<file path="src/rtl/pam4_pkg.sv">
// Shared PAM4 definitions: FSM states, level constants, symbol mapping and PRBS7 taps.
// Define PAM4_GRAY_EN for Gray-coded symbol mapping; binary mapping otherwise.
package pam4_pkg;

  typedef enum logic [1:0] {
    IDLE  = 2'd0,
    TRAIN = 2'd1,
    DATA  = 2'd2
  } tx_state_t;

  localparam int DEFAULT_SEP     = 56;
  localparam int PAM4_LVL_INNER  = DEFAULT_SEP / 2;
  localparam int PAM4_LVL_OUTER  = DEFAULT_SEP / 2 + DEFAULT_SEP;

  localparam logic [6:0] PRBS7_SEED  = 7'h7F;
  localparam int         PRBS7_TAP_A = 6;
  localparam int         PRBS7_TAP_B = 5;

  function automatic logic [6:0] prbs7_step(input logic [6:0] s);
    return {s[5:0], s[PRBS7_TAP_A] ^ s[PRBS7_TAP_B]};
  endfunction

  // Levels are +-sep/2 and +-(sep/2 + sep); the receiver slicer uses the same thresholds.
  function automatic int pam4_level(input logic [1:0] sym, input int sep);
    int inner;
    int outer;
    inner = sep / 2;
    outer = inner + sep;
`ifdef PAM4_GRAY_EN
    case (sym)
      2'b00:   pam4_level = -outer;
      2'b01:   pam4_level = -inner;
      2'b11:   pam4_level = inner;
      default: pam4_level = outer;
    endcase
`else
    case (sym)
      2'b00:   pam4_level = -outer;
      2'b01:   pam4_level = -inner;
      2'b10:   pam4_level = inner;
      default: pam4_level = outer;
    endcase
`endif
  endfunction

endpackage

</file>
<file path="src/rtl/pam4_channel_fir.sv">
// Two-tap channel pulse response y = x + x_prev/2 with saturation to the sample width.
module pam4_channel_fir #(
  parameter int W = 8
) (
  input  logic                clk,
  input  logic                rstn,
  input  logic signed [W-1:0] x_i,
  input  logic                valid_i,
  input  logic                clear_i,
  output logic signed [W-1:0] y_o
);

  logic signed [W-1:0] x_prev_q;
  logic signed [W-1:0] half;
  logic        [W:0]   sum;

  assign half = x_prev_q >>> 1;
  assign sum  = {x_i[W-1], x_i} + {half[W-1], half};

  always_comb begin
    y_o = sum[W-1:0];
    if (sum[W] != sum[W-1]) begin
      y_o = sum[W] ? {1'b1, {(W-1){1'b0}}} : {1'b0, {(W-1){1'b1}}};
    end
  end

  // A state change starts a fresh symbol stream, so the ISI tap is dropped.
  always_ff @(posedge clk or negedge rstn) begin
    if (!rstn) begin
      x_prev_q <= '0;
    end else if (clear_i) begin
      x_prev_q <= '0;
    end else if (valid_i) begin
      x_prev_q <= x_i;
    end
  end

endmodule

</file>
<file path="src/rtl/pam4_tx.sv">
// PAM4 transmitter with PRBS7 training bursts and a 2-tap channel model on the output.
// Symbol mapping is Gray when PAM4_GRAY_EN is defined, binary otherwise.
module pam4_tx
  import pam4_pkg::*;
#(
  parameter int SIGNAL_RESOLUTION = 8,
  parameter int SYMBOL_SEPERATION = DEFAULT_SEP,
  parameter int TRAIN_LENGTH      = 64
) (
  input  logic                                clk,
  input  logic                                rstn,
  input  logic [7:0]                          data_in,
  input  logic                                data_in_valid,
  output logic                                data_in_ready,
  input  logic                                train_start,
  output logic signed [SIGNAL_RESOLUTION-1:0] signal_out,
  output logic                                signal_out_valid,
  output logic signed [SIGNAL_RESOLUTION-1:0] train_data,
  output logic                                train_data_valid,
  output logic                                tx_busy
);

  localparam int W     = SIGNAL_RESOLUTION;
  localparam int CNT_W = (TRAIN_LENGTH > 1) ? $clog2(TRAIN_LENGTH) : 1;
  localparam logic [CNT_W-1:0] LAST_SYM = CNT_W'(TRAIN_LENGTH - 1);

  tx_state_t         state_q, state_d;
  logic [CNT_W-1:0]  sym_cnt_q, sym_cnt_d;
  logic [7:0]        buf_q, buf_d;
  logic [2:0]        left_q, left_d;
  logic [6:0]        lfsr_q, lfsr_d;
  logic              pending_q, pending_d;

  logic              accept;
  logic              sym_valid;
  logic [1:0]        sym;
  logic signed [W-1:0] x;
  logic signed [W-1:0] y;
  logic              fir_clear;

  logic signed [W-1:0] sig_q, train_q;
  logic              sig_valid_q, train_valid_q;

  // Ready while the last buffered symbol issues, so consecutive bytes leave no gap.
  assign data_in_ready = (state_q == DATA) && !pending_q && (left_q <= 3'd1);
  assign accept        = data_in_valid && data_in_ready;
  assign tx_busy       = (state_q != IDLE);

  always_comb begin
    state_d   = state_q;
    sym_cnt_d = sym_cnt_q;
    buf_d     = buf_q;
    left_d    = left_q;
    lfsr_d    = lfsr_q;
    pending_d = pending_q;
    sym       = 2'b00;
    sym_valid = 1'b0;
    case (state_q)
      IDLE: begin
        if (train_start) state_d = TRAIN;
      end
      TRAIN: begin
        sym       = lfsr_q[6:5];
        sym_valid = 1'b1;
        lfsr_d    = prbs7_step(prbs7_step(lfsr_q));
        if (sym_cnt_q == LAST_SYM) begin
          sym_cnt_d = '0;
          state_d   = DATA;
        end else begin
          sym_cnt_d = sym_cnt_q + 1'b1;
        end
      end
      DATA: begin
        if (train_start) pending_d = 1'b1;
        if (left_q != 3'd0) begin
          sym       = buf_q[7:6];
          sym_valid = 1'b1;
          buf_d     = {buf_q[5:0], 2'b00};
          left_d    = left_q - 3'd1;
        end
        if (accept) begin
          buf_d  = data_in;
          left_d = 3'd4;
        end
        if (pending_q && (left_q <= 3'd1)) begin
          state_d   = TRAIN;
          pending_d = 1'b0;
          left_d    = 3'd0;
        end
      end
      default: state_d = IDLE;
    endcase
  end

  assign x         = W'(pam4_level(sym, SYMBOL_SEPERATION));
  assign fir_clear = (state_d != state_q);

  pam4_channel_fir #(
    .W(W)
  ) u_fir (
    .clk     (clk),
    .rstn    (rstn),
    .x_i     (x),
    .valid_i (sym_valid),
    .clear_i (fir_clear),
    .y_o     (y)
  );

  always_ff @(posedge clk or negedge rstn) begin
    if (!rstn) begin
      state_q       <= IDLE;
      sym_cnt_q     <= '0;
      buf_q         <= '0;
      left_q        <= '0;
      lfsr_q        <= PRBS7_SEED;
      pending_q     <= 1'b0;
      sig_q         <= '0;
      sig_valid_q   <= 1'b0;
      train_q       <= '0;
      train_valid_q <= 1'b0;
    end else begin
      state_q       <= state_d;
      sym_cnt_q     <= sym_cnt_d;
      buf_q         <= buf_d;
      left_q        <= left_d;
      lfsr_q        <= lfsr_d;
      pending_q     <= pending_d;
      sig_q         <= sym_valid ? y : '0;
      sig_valid_q   <= sym_valid;
      train_q       <= (state_q == TRAIN) ? x : '0;
      train_valid_q <= (state_q == TRAIN);
    end
  end

  assign signal_out       = sig_q;
  assign signal_out_valid = sig_valid_q;
  assign train_data       = train_q;
  assign train_data_valid = train_valid_q;

endmodule

</file>
<file path="config.mk">
export PLATFORM = sky130hd
export DESIGN_NAME = pam4_tx
export DESIGN_NICKNAME = d
export VERILOG_FILES = /design/src/rtl/pam4_pkg.sv /design/src/rtl/pam4_channel_fir.sv /design/src/rtl/pam4_tx.sv
export SDC_FILE = /design/constraint.sdc
export NUM_CORES = 1
export LEC_CHECK = 0
export CORE_MARGIN = 4
export CORE_UTILIZATION = 26
export DETAILED_ROUTE_END_ITERATION = 10
export PLACE_DENSITY = 0.43
export REMOVE_ABC_BUFFERS = 1
export SLEW_MARGIN = 10
export SYNTH_ARGS = -nofsm -noshare
export SYNTH_HDL_FRONTEND = slang
export SYNTH_HIERARCHICAL = 1
export SYNTH_SLANG_ARGS = --single-unit
</file>
<file path="constraint.sdc">
create_clock -name clk -period 3.4 [get_ports clk]
set_input_delay 0.85 -clock clk [delete_from_list [all_inputs] [get_ports clk]]
set_output_delay 0.85 -clock clk [all_outputs]
set_load 0.05 [all_outputs]
</file>
After elaboration in Yosys (flattened, before gate mapping)
Index checks and enable logic that the tools add are counted.
{"block": "totals", "register_bits": 53, "in_bits": 12, "output_inout_bits": 20}
{"block": "op_classes", "addsub": 3, "order_cmp": 1, "eq_ne": 7, "mux": 23, "n_bitwise": 2, "reduce_logical": 16}
{"operator": "$mux W8", "count": 8}
{"operator": "$pmux W8 S3", "count": 1}
{"operator": "$add A8 B7 Y9", "count": 1}
{"operator": "$mux W3", "count": 3}
{"operator": "$mux W2", "count": 4}
{"operator": "$reduce_bool A2 Y1", "count": 4}
{"operator": "$add A6 B1 Y6 const B", "count": 1}
{"operator": "$eq A6 B6 Y1 const B", "count": 1}
{"operator": "$mux W6", "count": 1}
{"operator": "$pmux W2 S3", "count": 1}
{"operator": "$reduce_and A2 Y1", "count": 3}
{"operator": "$reduce_bool A3 Y1", "count": 2}
{"operator": "$eq A2 B1 Y1 const B", "count": 2}
{"operator": "$eq A2 B2 Y1 const B", "count": 2}
{"operator": "$logic_and A1 B1 Y1", "count": 4}
{"operator": "$logic_not A2 Y1", "count": 2}
{"operator": "$pmux W2 S2", "count": 1}
{"operator": "$le A3 B1 Y1 const B", "count": 1}
{"operator": "$mux W1", "count": 3}
{"operator": "$sub A3 B1 Y3 const B", "count": 1}
{"operator": "$ne A2 B2 Y1", "count": 1}
{"operator": "$pmux W1 S2", "count": 1}
{"operator": "$xor A1 B1 Y1", "count": 2}
{"operator": "$logic_not A1 Y1", "count": 1}
{"operator": "$ne A1 B1 Y1", "count": 1}

Longest topological paths before layout
{"block": "logic_depth", "word_depth": 9, "mapped_depth": 15}

Modules after synthesis
The synthesis kept the hierarchy.
{"module": "pam4_tx", "instances": 1, "cells_each": 183, "area_per_inst_um2": 1976.9}
{"module": "pam4_channel_fir", "instances": 1, "cells_each": 103, "area_per_inst_um2": 822.0}

Worst setup path after synthesis
OpenSTA, ideal clock, no wires.
{"block": "synth_path", "path_type": "flip-flop to flip-flop", "startpoint": "register state_q[0]", "endpoint": "register sig_q[6] (netlist: signal_out[6])", "setup_ps": 66, "arrival_ps": 2945, "t_required_ps": 3334, "path_slack_ps": 389, "stages_incl_launch_ff": 15, "path_buffers": 1, "synth_period_minus_slack_ps": 3011, "path_cell_list": "dfrtp_1 > inv_1 > ha_1 > buf_6 > o211ai_1 > a21boi_0 > inv_1 > ha_1 > o21a_1 > o31a_1 > or4b_4 > o2111ai_2 > a21oi_2 > o221ai_2 > and2_1"}
{"block": "synth_between", "elab_chain_cells": 8, "elab_cells_between_ends": 13, "classes_between": "add/sub: 1; eq/ne: 5; mux: 6; reduce/logical: 1"}
{"item": "start: declaration", "line": "pam4_tx.sv:27", "source": "tx_state_t state_q, state_d;"}
{"item": "start signal: assignment", "line": "pam4_tx.sv:122", "source": "state_q <= state_d;"}
{"item": "$eq A2 B2 Y1 / $eq A2 B1 Y1 (equally long branches)", "line": "pam4_tx.sv:58", "source": "case (state_q)"}
{"item": "$pmux W2 S2 *", "line": "pam4_tx.sv:58"}
{"item": "$eq A2 B2 Y1, or another cell as far along", "line": "pam4_pkg.sv:37", "source": "case (sym)"}
{"item": "$pmux W8 S3 *", "line": "pam4_pkg.sv:37"}
{"item": "named net x[6]", "line": "pam4_tx.sv:37", "source": "logic signed [W-1:0] x;"}
{"item": "$add A8 B7 Y9 *", "line": "pam4_channel_fir.sv:18", "source": "assign sum = {x_i[W-1], x_i} + {half[W-1], half};"}
{"item": "$mux W8 / $ne A1 B1 Y1 (equally long branches)", "line": "pam4_channel_fir.sv:23, pam4_channel_fir.sv:22"}
{"item": "$mux W8 *", "line": "pam4_channel_fir.sv:22", "source": "if (sum[W] != sum[W-1]) begin"}
{"item": "named net y[6]", "line": "pam4_tx.sv:38", "source": "logic signed [W-1:0] y;"}
{"item": "$mux W8 *", "line": "pam4_tx.sv:128", "source": "sig_q <= sym_valid ? y : '0;"}
{"item": "end signal: assignment", "line": "pam4_tx.sv:128"}
{"item": "end: declaration", "line": "pam4_tx.sv:41", "source": "logic signed [W-1:0] sig_q, train_q;"}
The timed path passes the listed nets; every way through them passes the cells marked *.
A chain may end at the register's enable or synchronous reset.

Final worst setup path
{"block": "layout_path", "startpoint": "register left_q[0]", "endpoint": "register sig_q[2] (netlist: signal_out[2])"}
{"block": "layout_between", "elab_chain_cells": 9, "elab_cells_between_ends": 14, "classes_between": "add/sub: 1; eq/ne: 3; mux: 8; reduce/logical: 2"}
{"item": "start: declaration", "line": "pam4_tx.sv:30", "source": "logic [2:0] left_q, left_d;"}
{"item": "start signal: assignment", "line": "pam4_tx.sv:125", "source": "left_q <= left_d;"}
{"item": "$reduce_bool A3 Y1 *", "line": "pam4_tx.sv:75", "source": "if (left_q != 3'd0) begin"}
{"item": "$mux W2 *", "line": "pam4_tx.sv:75"}
{"item": "$pmux W2 S2 *", "line": "pam4_tx.sv:58"}
{"item": "$eq A2 B2 Y1, or another cell as far along", "line": "pam4_pkg.sv:37"}
{"item": "$pmux W8 S3 *", "line": "pam4_pkg.sv:37"}
{"item": "named net x[6]", "line": "pam4_tx.sv:37"}
{"item": "$add A8 B7 Y9 *", "line": "pam4_channel_fir.sv:18"}
{"item": "$mux W8 / $ne A1 B1 Y1 (equally long branches)", "line": "pam4_channel_fir.sv:23, pam4_channel_fir.sv:22"}
{"item": "$mux W8 *", "line": "pam4_channel_fir.sv:22"}
{"item": "named net y[2]", "line": "pam4_tx.sv:38"}
{"item": "$mux W8 *", "line": "pam4_tx.sv:128"}
Marks and branches as above.

==> reports/metrics.csv <==
metric,value,unit
run status,"finished, final reports clean",
sequential cell area,1210,um2
Area Overhead vs Synth,20.5,%
Final HPWL DP,4.15,mm
All-Layer GR Usage,0.0944,
routability cong.,0.742,
PortBufs,29,
per-cell routed wire length,12.3,um
Leak,0.00146,uW
detailed-router iteration count before antenna repair,4,
worst-path maximum fanout,14,
die height,112,um
Startpoint Class,register,
power share of the combinational group,0.563,
Max-cap violations,0,
ANT nets after route,0,
antenna fix cells,0,
Sw Share,0.434,
sequential share of the synthesized area,0.432,
"EDFF count, synth",0,
ys async rst share,1.00,
row cnt,37,
multi-input logic area,1440,um2
synthesized area,2800,um2
power consumption,3240,uW
Worst slew margin,0.551,
clk_lat worst skew,310,ps
clock power share,0.156,
first-pass GRT wire length,9.83,mm
setup violators final,0,
total grt overflow,0,
Tcrit/Tclk final,0.896,
RSZ-0062 raised after global routing,false,
Final Worst Setup Slack,352,ps
WL final,5.62,mm
H-tree depth,2,
Final Critical Period,3050,ps
number of post-CTS setup repair buffers,0,
CTS tree,yes,
vias per cell,4.44,
die footprint,12500,um2
clock root cell,clkbuf_8,
worst r2r src,left_q[0],
fin nets,347,
clk_skew,14.6,ps
worst vdd ir,313,uV
setup TNS,0,ps
# IOs,32,
CTS Hold Bufs,0,
Seq pwr share,0.280,
CP Cell Sequence,inv_1 -> ha_1 -> inv_1 -> o211ai_1 -> a21boi_0 -> inv_1 -> ha_1 -> o21a_1 -> o31a_1 -> o211ai_1 -> nand4_4 -> nand2_1 -> o221ai_1 -> and2_1,
fmax,328,MHz
largest stage delay on the critical path,430,ps
Switch Pwr,1410,uW
WS Path Type,reg2reg,
Remaining DRCs,0,
final hold slack,442,ps
fin area,3370,um2
FF-to-FF End,signal_out[2],
power density over the cells,962,nW/um2
largest net degree at the start of global routing,35,
critical path's slowest cell,dfrtp_1,
Worst EP arrival,3240,ps
Internal,1840,uW
"Top FF cell, synth",dfrtp_1,
CP endpoint kind,register,
cell depth of the worst flop-to-flop path,14,
worst hold-check path type,in2async,
CTS Buf Count,5,
clock sink count,48,
Synth Area per Inst,9.79,um2
R2R setup slack,350,ps
cell count after synthesis,286,
Critical Path RT,3590,ps
Tightest Pin Transition,673,ps
layout cell share with drive strength beyond 1,0.122,
initial antenna violation count,0,
synthesis-stage register bit count,48,
Vias,2019,
DRT iter0 DRCs,95,
"Clk pin slew, worst setup/hold paths",100,ps
vias in the first global route,2078,
pre-CTS WS,239,ps
filler instances,1097,
Starting Density,0.269,
Pins Over Slew Limit,0,
core area,10400,um2
synth warn,6,
Critical Path Most Common Cell,inv_1,
Synth cell types,54,
clk buf depth,2,
area post-placement,3220,um2
"Hold Vio Cnt, Final",0,
die width,112,um
[worst max-delay path by stage]
stage                           from            end  slack [ps]  cells after the start
final                      left_q[0]  signal_out[2]         350                     14
after global placement     left_q[0]  signal_out[2]         330                     14
after global routing       left_q[0]  signal_out[2]          80                     14
after detailed placement   left_q[0]  signal_out[2]         240                     14
after CTS                 state_q[0]  data_in_ready         110                      7
after floorplan           state_q[1]  signal_out[2]         120                     13
[synth_stat cells (2+ instances only)]
cell type / number / share of area
nand3_1: 6 / 0.011
o32ai_1: 2 / 0.0063
conb_1: 2 / 0.0027
o221ai_1: 3 / 0.0094
inv_1: 21 / 0.028
buf_4: 5 / 0.013
a21o_1: 2 / 0.0054
a211oi_1: 3 / 0.0080
a21boi_0: 2 / 0.0054
mux2_2: 5 / 0.020
o211ai_1: 5 / 0.013
o21a_1: 2 / 0.0054
and2_1: 10 / 0.022
o31ai_1: 4 / 0.011
dfstp_2: 7 / 0.066
buf_2: 4 / 0.0072
a22o_1: 2 / 0.0063
buf_6: 2 / 0.0080
o21ai_0: 20 / 0.036
and3_1: 2 / 0.0045
xor2_1: 2 / 0.0063
a21oi_1: 15 / 0.027
mux2i_1: 13 / 0.046
ha_1: 16 / 0.072
nor2b_1: 2 / 0.0045
nand2_1: 24 / 0.032
clkbuf_1: 5 / 0.0067
nor2_1: 28 / 0.038
dfrtp_1: 41 / 0.37
nor2b_4: 2 / 0.0098
xnor2_1: 5 / 0.016
nand4_1: 2 / 0.0045
[metrics by stage]
step	cells	utilization
floorplan	276	-
global placement	447	0.309
detailed placement	447	0.309
CTS	455	0.323
global route	455	0.324
finish	455	0.324
[sequential cells by signal, summed over array words and instances, names as in the netlist]
register,count
lfsr_q,7
signal_out_valid,1
sym_cnt_q,6
u_fir/x_prev_q,7
train_data,5
state_q,2
pending_q,1
left_q,3
buf_q,8
signal_out,8
[critical path: cells and delay by family (launching register included)]
kind / cells / cell delay (ps)
AOI/OAI and AO/OA: 6 / 1070
adders and majority gates: 2 / 600
buffers and inverters: 3 / 270
DFF: 1 / 430
and+or+nand+nor: 3 / 560
[final cells by class]
type                            count  share of cell area
Sequential cell                    48               0.359
Clock inverter                      3              0.0204
Clock buffer                        5              0.0204
Timing Repair Buffer               35              0.0987
Multi-Input combinational cell    207               0.428
Tap cell                          136              0.0505
Inverter                           21              0.0234
[cell usage in the layout, fill, tap and decap left out, types with 2 or more instances in the layout]
cell,instances
a22o_1,2
clkdlybuf4s50_1,27
mux2i_1,13
dfrtp_1,41
o21ai_0,20
o31ai_1,4
o221ai_1,3
buf_4,6
nor2b_1,2
xor2_1,2
o21a_1,2
nor2b_4,2
nor2_1,28
a21o_1,2
nand4_1,2
a21boi_0,2
o32ai_1,2
and2_1,10
a21oi_1,15
mux2_2,5
dfstp_2,7
o211ai_1,5
nand3_1,6
clkbuf_8,5
conb_1,8
and3_1,2
xnor2_1,5
bufinv_16,2
ha_1,16
nand2_1,24
inv_1,21
a211oi_1,3
[cell families (layout without fill, tap and decap cells)]
group / count (synthesis) / count (layout) / synth area share
XOR/XNOR: 7 / 7 / 0.0219
AND/OR/NAND/NOR: 83 / 83 / 0.150
adder cells (fa/ha/maj): 17 / 17 / 0.0787
buffers and inverters: 37 / 64 / 0.0635
multiplexers: 18 / 18 / 0.0666
AO/OA/AOI/OAI: 74 / 74 / 0.184
other: 2 / 8 / 0.00268
flip-flops: 48 / 48 / 0.432
[power groups by stage]
stage | Sequential (uW) | Clock [uW] | Combinational, uW
after floorplan | 1150 | 0 | 1130
after global placement | 918 | 0 | 1840
after detailed placement | 920 | 0 | 1840
after CTS | 909 | 533 | 1850
after global routing | 936 | 552 | 2040
final | 908 | 507 | 1830
[per-layer routing]
metal  vias up  track usage  part of all wire
met4         0       0.0292             0.010
met1       941        0.126              0.50
met3         4       0.0163             0.031
li1       1046            -                 -
met5         -            0                 0
met2        28        0.155              0.46
[timing repair]
item                                   CTS  global route
endpoints found under the hold margin    0             0
setup endpoints to repair                0             4
gates resized for setup                  0             2
No activity file was read; power rests on OpenSTA's default activity.
==> edit (same flow settings) <==
Re-encode `tx_state_t` (3 states) as one-hot, 3 bits wide.
--- a/src/rtl/pam4_pkg.sv
+++ b/src/rtl/pam4_pkg.sv
@@ -2,10 +2,10 @@
 // Define PAM4_GRAY_EN for Gray-coded symbol mapping; binary mapping otherwise.
 package pam4_pkg;
 
-  typedef enum logic [1:0] {
-    IDLE  = 2'd0,
-    TRAIN = 2'd1,
-    DATA  = 2'd2
+  typedef enum logic [2:0] {
+    IDLE  = 3'b001,
+    TRAIN = 3'b010,
+    DATA  = 3'b100
   } tx_state_t;
 
   localparam int DEFAULT_SEP     = 56;
Formal check against the unedited RTL: same outputs for any inputs over 10 cycles, from zero or initial values and one cycle with rstn low; not proved beyond that.
==> edit against the unedited design <==
- synthesized cell count rose by 0.70%
- sequential cell count up 1
- worst setup slack got worse by 0.035 ns
- clock power decreased by 16%
- total power fell by 31%
- wire length decreased by 1.5%
- synthesized area down 3.0%
- cell area decreased by 2.6%
==> edit: results (changes against the unedited design) <==
- Fraction of registers with async set/reset: 1.00 (unchanged)
- R2R depth: 13 (was 14)
- Dpl hpwl: 4.00 mm (was 4.15 mm)
- CP Launch Type: flop (unchanged)
- Hold Slack: 0.447 ns (was 0.442 ns)
- Antenna violations before repair: 0 (unchanged)
- Status: complete, no violations (unchanged)
- Area contributors post-synth: dfrtp_1, dfstp_2, ha_1 (was dfrtp_1, ha_1, dfstp_2)
- Clock Pin Slew Worst Setup and Hold Paths: 0.10 ns (about the same)
- Clk_skew: 0.0141 ns (was 0.0146 ns)
- Clock group power: 428 µW (was 507 µW)
- Hold_sp: lfsr_q[3]$_DFFE_PN1P_
- Layout cells sized above 1: 0.120 (was 0.122)
- Largest fanout on the critical path: 6 (was 14)
- Hold Path Cell Cnt: 2
- DRT iter0 DRCs: 69 (was 95)
- Port Buffers: 29 (unchanged)
- Delay-heaviest family, CP: compound AO/OA/AOI/OAI gates (unchanged)
- Top post-synthesis cells by count: dfrtp_1, nand2_1, nor2_1 (was dfrtp_1, nor2_1, nand2_1)
- Netlist cell types: 55 (was 54)
- Root Driver: clkbuf_8 (unchanged)
- Critical Path Max Stage Delay: 0.49 ns (was 0.43 ns)
- Static Leak: 0.00142 µW (was 0.00146 µW)
- Worst-case clock buffer depth: 2 (unchanged)
- Hold Path Class: reg2reg (was in2async)
- TritonRoute pass-1 iters: 4 (unchanged)
- Fillers: 1071 (was 1097)
- Switching Fraction: 0.397 (was 0.434)
- # nets final: 348 (was 347)
- Worst r2r src: left_q[0]$_DFFE_PN0P_ (unchanged)
- Largest net degree at the start of global routing: 50 (was 35)
- CP max stage cell: or4b_4 (was dfrtp_1)
- Cts repair resizes: 0 (unchanged)
- Dpl cells: 452 (was 447)
- F_max: 0.324 GHz (was 0.328 GHz)
- Routed vias/inst: 4.44 (about the same)
- Syn avg cell area: 9.42 µm² (was 9.79 µm²)
- N_diodes: 0 (unchanged)
- Sequential share of power: 0.385 (was 0.280)
- Place WS: 0.299 ns (was 0.239 ns)
- Via count of the first global-routing pass: 1905 (was 2078)
- Hold path endpoint: lfsr_q[5]$_DFFE_PN1P_
- Routability cong.: 0.746 (was 0.742)
- R2R Setup Slk: 0.32 ns (was 0.35 ns)
- Sequential-to-total area share from yosys stat: 0.456 (was 0.432)
- Clk_lat worst skew: 0.31 ns (about the same)
- Global-route wire length before repair: 9.39 mm (was 9.83 mm)
- DP Area: 3160 µm² (was 3220 µm²)
- CTS buffer count: 5 (unchanged)
- Least-Margin Pin Slew: 0.845 ns (was 0.673 ns)
- WL per Instance: 12.0 µm (was 12.3 µm)
- Sequential power: 860 µW (was 908 µW)
- Critical Path AT: 3.32 ns (was 3.24 ns)
- Gr usage total: 0.0974 (was 0.0944)
- Final WL: 5.53 mm (was 5.62 mm)
- Maximum vdd drop: 214 µV (was 313 µV)
- Htree depth: 2 (unchanged)
- Synth warn: 6 (unchanged)
- Reg2reg end: signal_out[6]$_DFF_PN0_ (was signal_out[2]$_DFF_PN0_)
[edit: cell count changes in the layout (fill, tap and decap cells not counted), moves of 3 or more]
cell     change
nand2_1     +15
nor2b_1      +8
and2_1       -7
o21ai_1      +6
inv_1        -5
mux2_2       -5
ha_1         -4
o21ai_0      -4
buf_4        +3
nand3_1      +3
o31ai_1      -3
[edit: how the worst max path moves through the flow]
stage | end
after floorplan | data_in_ready
after global placement | signal_out[2]$_DFF_PN0_
after detailed placement | signal_out[3]$_DFF_PN0_
after CTS | signal_out[3]$_DFF_PN0_
after global routing | signal_out[3]$_DFF_PN0_
final | signal_out[6]$_DFF_PN0_
[edit: cell type report]
cell class	instances	area (µm²)	area share
Multi-Input combinational cell	214	1360	0.415
Sequential cell	49	1240	0.376
Timing Repair Buffer	37	343	0.104
Tap cell	136	170	0.0518
Clock buffer	6	72.6	0.0221
Inverter	16	60.1	0.0183
Clock inverter	2	38.8	0.0118
[edit: layer usage]
| metal | track usage | up-vias | part of all wire |
|---|---|---|---|
| met5 | 0 | - | 0 |
| met4 | 0.0361 | 0 | 0.022 |
| met3 | 0.0186 | 7 | 0.048 |
| met2 | 0.145 | 44 | 0.43 |
| met1 | 0.140 | 955 | 0.50 |
| li1 | - | 1035 | - |
[edit: logic make-up (layout without fill, tap and decap cells)]
family | after synthesis | count (layout) | share of synthesized area
AND/OR/NAND/NOR | 111 | 111 | 0.205
flip-flops | 49 | 49 | 0.456
other | 2 | 8 | 0.00277
AO/OA/AOI/OAI | 62 | 62 | 0.148
XOR/XNOR | 7 | 7 | 0.0226
adder cells (fa/ha/maj) | 13 | 13 | 0.0627
buffers and inverters | 31 | 61 | 0.0558
multiplexers | 13 | 13 | 0.0479
